===== config.mk =====
export PLATFORM = sky130hd
export DESIGN_NAME = tpu_acc_requantizer
export DESIGN_NICKNAME = d
export VERILOG_FILES = /design/src/rtl/tpu_acc_requantizer.sv
export SDC_FILE = /design/constraint.sdc
export NUM_CORES = 1
export LEC_CHECK = 0
export ABC_AREA = 1
export CAP_MARGIN = 10
export CORE_ASPECT_RATIO = 1.25
export CORE_UTILIZATION = 65
export CTS_CLUSTER_DIAMETER = 120
export DETAILED_ROUTE_END_ITERATION = 6
export GPL_ROUTABILITY_DRIVEN = 0
export MAX_ROUTING_LAYER = met4
export PLACE_DENSITY = 0.9
export SYNTH_ARGS = -nofsm -noshare
export SYNTH_HDL_FRONTEND = slang
export SYNTH_SLANG_ARGS = --single-unit

===== constraint.sdc =====
create_clock -name clk -period 11.3 [get_ports clk]
set_clock_uncertainty 0.1 [all_clocks]
set_input_delay 1.695 -clock clk [delete_from_list [all_inputs] [get_ports clk]]
set_output_delay 1.695 -clock clk [all_outputs]
set_load 0.01 [all_outputs]

===== src/rtl/tpu_acc_requantizer.sv =====
// tpu_acc_requantizer: reads the 34-bit MAC accumulator in two 17-bit beats,
// applies a right-shift scale and re-encodes the value as an 8-bit minifloat
// {sign, exp[3:0], man[2:0]} with round-half-away and saturation.
module tpu_acc_requantizer #(
    parameter int unsigned CLEAR_AFTER_READ = 1,
    parameter int unsigned SHAMT_W          = 5
) (
    input  logic               clk,
    input  logic               reset,
    input  logic               start,
    input  logic [SHAMT_W-1:0] shamt,
    input  logic [16:0]        acc_half,
    output logic               out_HL,
    output logic               acc_clear,
    output logic               busy,
    output logic               valid,
    output logic [7:0]         result,
    output logic               sat
);

    typedef enum logic [2:0] {
        IDLE,
        RD_LO,
        RD_HI,
        MAG,
        ENC
    } state_t;

    state_t state, state_next;

    logic [SHAMT_W-1:0] shamt_r;
    logic [16:0]        lo_r;
    logic [16:0]        hi_r;
    logic               sign_r;
    logic [33:0]        scaled_r;

    logic [33:0] acc;
    logic [33:0] mag;
    logic [33:0] scaled_d;

    logic [5:0]  p;
    logic [3:0]  win;
    logic [3:0]  man4;
    logic [5:0]  exp6;
    logic [7:0]  enc;
    logic        enc_sat;

    // State register
    always_ff @(posedge clk) begin
        if (reset) state <= IDLE;
        else       state <= state_next;
    end

    // Next-state logic; start is only honoured in IDLE
    always_comb begin
        state_next = state;
        case (state)
            IDLE:    if (start) state_next = RD_LO;
            RD_LO:   state_next = RD_HI;
            RD_HI:   state_next = MAG;
            MAG:     state_next = ENC;
            ENC:     state_next = IDLE;
            default: state_next = IDLE;
        endcase
    end

    // Moore outputs: the high half is selected only while in RD_HI
    always_comb begin
        out_HL = (state == RD_HI);
        busy   = (state != IDLE);
    end

    assign acc_clear = (CLEAR_AFTER_READ != 0) ? valid : 1'b0;

    // Magnitude of the assembled accumulator; -2^33 maps to 2^33 without overflow
    always_comb begin
        acc      = {hi_r, lo_r};
        mag      = acc[33] ? (~acc + 34'd1) : acc;
        scaled_d = mag >> shamt_r;
    end

    // Minifloat encoder: leading-one position, 3-bit mantissa, round bit, saturation
    always_comb begin
        p = '0;
        for (int unsigned i = 0; i < 34; i++) begin
            if (scaled_r[i]) p = 6'(i);
        end
        // win holds {man[2:0], round}; for p == 3 there is no round bit
        if (p >= 6'd4) win = 4'(scaled_r >> (p - 6'd4));
        else           win = {scaled_r[2:0], 1'b0};
        man4 = {1'b0, win[3:1]} + {3'b000, win[0]};
        exp6 = p - 6'd2 + {5'b00000, man4[3]};

        enc     = 8'h00;
        enc_sat = 1'b0;
        if (scaled_r == '0) begin
            enc = 8'h00;
        end else if (scaled_r < 34'd8) begin
            enc = {sign_r, 4'd0, scaled_r[2:0]};
        end else if (p > 6'd17 || exp6 >= 6'd16) begin
            enc     = {sign_r, 7'h7F};
            enc_sat = 1'b1;
        end else begin
            enc = {sign_r, exp6[3:0], man4[2:0]};
        end
    end

    // Datapath registers: shift capture, two-beat read, magnitude/scale, result
    always_ff @(posedge clk) begin
        if (reset) begin
            shamt_r  <= '0;
            lo_r     <= '0;
            hi_r     <= '0;
            sign_r   <= 1'b0;
            scaled_r <= '0;
            result   <= 8'h00;
            sat      <= 1'b0;
            valid    <= 1'b0;
        end else begin
            valid <= 1'b0;
            case (state)
                IDLE:  if (start) shamt_r <= shamt;
                RD_LO: lo_r <= acc_half;
                RD_HI: hi_r <= acc_half;
                MAG: begin
                    sign_r   <= acc[33];
                    scaled_r <= scaled_d;
                end
                ENC: begin
                    result <= enc;
                    sat    <= enc_sat;
                    valid  <= 1'b1;
                end
                default: ;
            endcase
        end
    end

endmodule


==> metrics, run 1 <==
Worst path slowest cell=a21oi_1; WL final=18300 um; IO Port Bufs=37; prevailing post-synth register cell=dfxtp_1; async set-reset flop share out of synthesis=0%; fmax=175 MHz; top layer in use=met4; CP Max Fanout=20; FILL cells=894; Post-Syn Instances=1148; count of pins over their slew limit=0; synthesized cell area=6790 um^2; share of cells above drive strength 1=3.76%; Syn. warnings=0; min-delay worst type=reg -> reg; Reg area=1740 um^2; Most common cell on crit path=nand2_1; biggest area consumer among synthesized cells=dfxtp_1; Synth top area share=25.6%; cts repair resizes=0; post-synthesis compound-gate area fraction=24.6%; Post-synth EDFFs=0; RSZ-0062 raised after global routing=no; PwrDens=154 nW/um^2; DR vias=7364; fin cells=1274; first-pass GRT wire length=30300 um; antenna violations before repair=0; dpl hpwl=13800 um; critical path class=reg -> reg; Critical Path Source Type=register; first-iteration detailed-routing DRC count=483; Core ar.=10100 um^2; wl on met1=7240 um; worst skew pair latency=340 ps; Routed Antenna Nets=0; final hold violation count=0; number of vias per cell=5.78; Setup violations, final=0; drt drc=0; Die Ht=116 um; CP Capture Type=register; Final TNS setup=0 ps; Die Wd=93.4 um; CTS max path bufs=2; mux contribution to synthesized area=1.77%; post-CTS setup buffer count=0; Seq/Total Area, Yosys=25.6%; Post-Synth Simple-Gate Area=32.1%; top-count cell post-synth=nand2_1; clk slew on worst S/H paths=70 ps; # H-tree levels=3; slowest stage delay, CP=820 ps; register bit total from synthesis=87; Final period util=50.5%; Slew Limit Headroom=26.4%; Crit path arrival time=5880 ps; Congestion Overflow GR=0; Unique masters post-synth=48; main combinational cell family by area after synthesis=simple AND/OR/NAND/NOR gates; multi-input logic area=4360 um^2; syn nets=1181; area grow syn2layout=9.01%; number of global-route vias before repair=6577; TritonCTS buffer count=9; VDD IR max=101 uV; Wirelength per Cell=14.4 um; # IOs=38; Worst Max-Slew Pin Slew=1100 ps; WP data required=11480 ps; maxcap violations=0; top cells by area, synth=dfxtp_1, nand2_1, o21ai_0; met3 WL=949 um; LEAKAGE=3.12 nW; hold_ws=368 ps; Synth top cells by count=nand2_1, o21ai_0, inv_1; area share of fa/ha/maj cells after synthesis=1.47%; Min Clock Period, post-route=5710 ps; post-cts hold buffer count=0; DP Cell Count=1258; pin count of the biggest net entering global routing=47; GRT Total Usage=36.3%; die area=10900 um^2; met2 WL post-DR=9000 um; Final nets=1173; drt pass-1 iters=5; CTS tree=done; outcome=completed; Num Clock Sinks=87; row count=41; CTS root buf=clkbuf_16; XOR/XNOR Fraction of Synth Area=4.13%; antenna cells=0; Initial Utilization=67.2%; mean post-synth cell area=5.92 um^2
-- cell usage in the layout, fill, tap and decap left out, types with 2 or more instances in the layout --
master / synthesis / layout
mux2i_1: 12 / 12
ha_1: 8 / 8
nor2_1: 103 / 103
nand2_1: 327 / 327
clkdlybuf4s50_1: 0 / 37
dfxtp_1: 87 / 87
clkbuf_16: 0 / 9
nor4_1: 4 / 4
o31ai_1: 4 / 4
clkinv_1: 3 / 3
o211ai_1: 10 / 10
xor2_1: 27 / 27
or2_2: 5 / 5
o21ai_1: 31 / 31
inv_1: 105 / 105
inv_2: 3 / 3
a31oi_1: 9 / 9
inv_6: 0 / 2
nand3_1: 61 / 61
buf_4: 2 / 8
o21ai_0: 129 / 129
a21oi_1: 95 / 95
nor3_1: 10 / 10
nor3_2: 3 / 3
a22oi_1: 8 / 8
o21bai_1: 2 / 2
xnor2_1: 5 / 5
nand4_1: 4 / 4
o22ai_1: 4 / 4
o2111ai_1: 2 / 2
and3_1: 2 / 2
o311ai_0: 4 / 4
nand2_2: 2 / 2
o221ai_1: 3 / 3
-- through the flow --
step	setup WS [ps]	power [mW]	instance area (um^2)	util (%)
after floorplan	6950	0.736	6790	-
after global placement	5860	0.832	7110	70.3
after detailed placement	5720	0.837	7110	70.3
after CTS	5680	1.13	7400	73.3
after global routing	4850	1.23	7400	73.3
final	5590	1.14	7400	73.3
-- cells by family after synthesis --
| logic type | count (synthesis) |
|---|---|
| XOR/XNOR | 32 |
| multiplexers | 12 |
| AND/OR/NAND/NOR | 527 |
| flip-flops | 87 |
| buffers and inverters | 175 |
| AO/OA/AOI/OAI | 307 |
| adder cells (fa/ha/maj) | 8 |
-- per-layer routing --
| metal | vias up | GRT usage [%] |
|---|---|---|
| li1 | 3768 | - |
| met2 | 269 | 61.8 |
| met3 | 95 | 6.12 |
| met4 | 0 | 24.3 |
| met1 | 3232 | 38.6 |
| met5 | - | - |
-- state kept, by name, summed over array words and instances, names as in the netlist --
register,flops
scaled_r,34
result,8
state,3
hi_r,17
sign_r,1
lo_r,17
sat,1
acc_clear,1
shamt_r,5
-- report_power, final --
| part | total [mW] | internal [mW] | switching (mW) |
|---|---|---|---|
| combinational | 0.504 | 0.171 | 0.333 |
| clock | 0.297 | 0.173 | 0.124 |
| sequential | 0.342 | 0.323 | 0.0195 |
-- critical path: cells and delay by family (launching register included) --
kind | cells | cell delay, ps
adder cells (fa/ha/maj) | 2 | 370
buffers and inverters | 4 | 1030
flip-flops | 1 | 410
AND/OR/NAND/NOR | 22 | 1820
AO/OA/AOI/OAI | 8 | 1920
-- cell type report --
cell class,count,share of cell area (%)
sequential,87,23.5
clock buffer,10,3.09
clock inverter,6,0.930
tap,129,2.18
inverter,111,5.63
timing repair buffer,45,5.81
multi-input combinational,886,58.8
-- final timing paths --
path	to	from	cells after the start	slack (ps)
max	result[2]	scaled_r[2]	36	5590
min	result[0]	result[0]	2	370
min reg2reg	result[0]	result[0]	2	370
max reg2reg	result[2]	scaled_r[2]	36	5590
Note: power is estimated with default switching activity, not from simulation.
==> run 2, diff against run 1 <==
--- a/config.mk
+++ b/config.mk
@@ -8,12 +8,12 @@
 export ABC_AREA = 1
 export CAP_MARGIN = 10
 export CORE_ASPECT_RATIO = 1.25
-export CORE_UTILIZATION = 65
+export CORE_UTILIZATION = 55
 export CTS_CLUSTER_DIAMETER = 120
 export DETAILED_ROUTE_END_ITERATION = 6
 export GPL_ROUTABILITY_DRIVEN = 0
 export MAX_ROUTING_LAYER = met4
-export PLACE_DENSITY = 0.9
+export PLACE_DENSITY = 0.81
 export SYNTH_ARGS = -nofsm -noshare
 export SYNTH_HDL_FRONTEND = slang
 export SYNTH_SLANG_ARGS = --single-unit
==> constraint.sdc (replaced) <==
create_clock -name clk -period 4.75 [get_ports clk]
set_clock_uncertainty 0.1 [all_clocks]
set_input_delay 0.7125 -clock clk [delete_from_list [all_inputs] [get_ports clk]]
set_output_delay 0.7125 -clock clk [all_outputs]
set_load 0.01 [all_outputs]
==> run 2 against run 1 <==
Net effect: the run now ends with DRC, setup timing left; wire length up 2.3%; maximum frequency increased by 20%; first-iteration DRC count up 1.9%; combinational power rose to 2.7 times the previous value; critical path type unchanged; largest power group unchanged.
==> metrics, run 2 (synthesized netlist as in run 1, its figures left out) <==
outcome=complete, but fails checks (was completed); failing checks=DRC, setup timing; Routed Antenna Nets=0 (unchanged); WP data required=4870 ps (was 11480 ps); Worst path slowest cell=dfxtp_2 (was a21oi_1); final hold violation count=0 (unchanged); WP depth=56 (was 36); total chip power=2.91 mW (was 1.14 mW); # H-tree levels=3 (unchanged); Congestion Overflow GR=0 (unchanged); IO Port Bufs=37 (unchanged); pin count of the biggest net entering global routing=46 (was 47); die area=12800 um^2 (was 10900 um^2); GRT Total Usage=29.9% (was 36.3%); Core ar.=12100 um^2 (was 10100 um^2); post-cts hold buffer count=0 (unchanged); clk slew on worst S/H paths=70 ps (about the same); share of cells above drive strength 1=7.44% (was 3.76%); maxcap violations=0 (unchanged); WP buf/inv=5 (was 4); first-pass GRT wire length=29700 um (was 30300 um); Worst Max-Slew Pin Slew=1040 ps (was 1100 ps); Critical Path Source Type=register (unchanged); CTS root buf=clkbuf_16 (unchanged); number of global-route vias before repair=6495 (was 6577); Crit path arrival time=4880 ps (was 5880 ps); Top delay family on crit path=simple AND/OR/NAND/NOR gates (was compound AO/OA/AOI/OAI gates); Final nets=1198 (was 1173); Wirelength per Cell=14.1 um (was 14.4 um); antenna violations before repair=0 (unchanged); DR vias=7458 (was 7364); LEAKAGE=3.26 nW (was 3.12 nW); number of vias per cell=5.59 (was 5.78); critical path class=reg -> reg (unchanged); Setup violations, final=2 (was 0); Min Clock Period, post-route=4760 ps (was 5710 ps); worst reg2reg path depth=56 (was 36); max FFs per register=34 (unchanged); worst skew pair latency=340 ps (about the same); Most common cell on crit path=nand2_1 (unchanged); commonest cells after routing, fill and taps aside=nand2_1, o21ai_0, nor2_1, inv_1, a21oi_1 (was nand2_1, o21ai_0, inv_1); # IOs=38 (unchanged); Num Clock Sinks=87 (unchanged); hold path depth=2 (unchanged); CTS tree=done (unchanged); fmax=210 MHz (was 175 MHz); Initial Utilization=56.1% (was 67.2%); dpl hpwl=14000 um (was 13800 um); Die Wd=101 um (was 93.4 um); FILL cells=1169 (was 894); CP Max Fanout=5 (was 20); leading registers by flop count=scaled_r: 34 flops, hi_r: 17 flops, lo_r: 17 flops (unchanged); drt pass-1 iters=7 (was 5); area grow syn2layout=14.3% (was 9.01%); CTS max path bufs=2 (unchanged); final setup margin=-11.7 ps (was 5590 ps); Die Ht=126 um (was 116 um); Largest Register=scaled_r (unchanged); Core Util, Final=64.1% (was 73.3%); min-delay worst type=reg -> reg (unchanged); commonest non-fill, non-tap cell in the layout=nand2_1 (unchanged); WL final=18700 um (was 18300 um); slowest stage delay, CP=330 ps (was 820 ps); TritonCTS buffer count=9 (unchanged); VDD IR max=227 uV (was 101 uV); CP Capture Type=register (unchanged); Final period util=100% (was 50.5%); Slew Limit Headroom=30.6% (was 26.4%); r2r setup slk=-10 ps (was 5590 ps); antenna cells=0 (unchanged); PwrDens=374 nW/um^2 (was 154 nW/um^2); RSZ-0062 raised after global routing=yes (was no); drt drc=24 (was 0); row count=45 (was 41); first-iteration detailed-routing DRC count=492 (was 483); count of pins over their slew limit=0 (unchanged)
-- run 2: cell types whose count changed in the layout (fill, tap and decap cells not counted), moves of 3 or more --
cell,previous run,this run
o21ai_0,129,123
buf_4,8,29
ha_2,0,3
nand3_1,61,57
o21ai_1,31,37
nand3_2,1,5
nand2_8,1,4
ha_1,8,5
-- run 2: final cells by class --
type                    count  area (um^2)  area share (%)
clock inverters             7         77.6           0.999
repair buffers             68          628            8.09
multi-input cells         888         4470            57.5
flip-flops and latches     87         1740            22.5
well taps                 164          205            2.64
clock buffers               9          225            2.90
inverters                 111          417            5.37
-- run 2: worst reg2reg max path: cells and delay by family (launching register included) --
family	cells	cell delay (ps)
fa+ha+maj	3	530
buf+inv	5	480
flops	1	330
simple gates	41	2500
compound gates	7	710
-- run 2: what timing repair did --
action / CTS / global route
endpoints found under the setup margin: 4 / 8
hold endpoints to repair: 0 / 0
resized for setup: 6 / 26
setup buffers: 0 / 2
gates cloned: 1 / 2
pin swaps: 1 / 11
-- run 2: final timing paths --
check / startpoint / to
setup / recovery: scaled_r[2] / result[2]
hold / removal: result[1] / result[1]
setup reg to reg: scaled_r[2] / result[2]
hold reg to reg: result[1] / result[1]
-- run 2: routing by layer --
metal	share of wire [%]	track usage (%)	vias to the layer above
li1	-	-	3820
met1	40	32.8	3293
met2	51	53.2	273
met3	4.8	3.77	72
met4	4.3	13.3	0
met5	0	-	-
-- run 2: per-stage QoR --
stage | instance area, um^2 | hold WS [ps] | setup WS (ps) | instances | setup TNS (ps)
after floorplan | 6790 | 354 | 401 | 1148 | 0
after global placement | 7300 | 357 | 107 | 1313 | 0
after detailed placement | 7300 | 358 | 11.2 | 1313 | 0
after CTS | 7630 | 369 | -1.95 | 1330 | -1.95
after global routing | 7760 | 389 | -461 | 1334 | -3460
final | 7760 | 369 | -11.7 | 1334 | -18.1
-- run 2: where the power goes --
part / switching [mW] / internal, mW / total [mW]
logic: 0.873 / 0.493 / 1.37
clock network: 0.309 / 0.414 / 0.723
registers: 0.0505 / 0.768 / 0.818
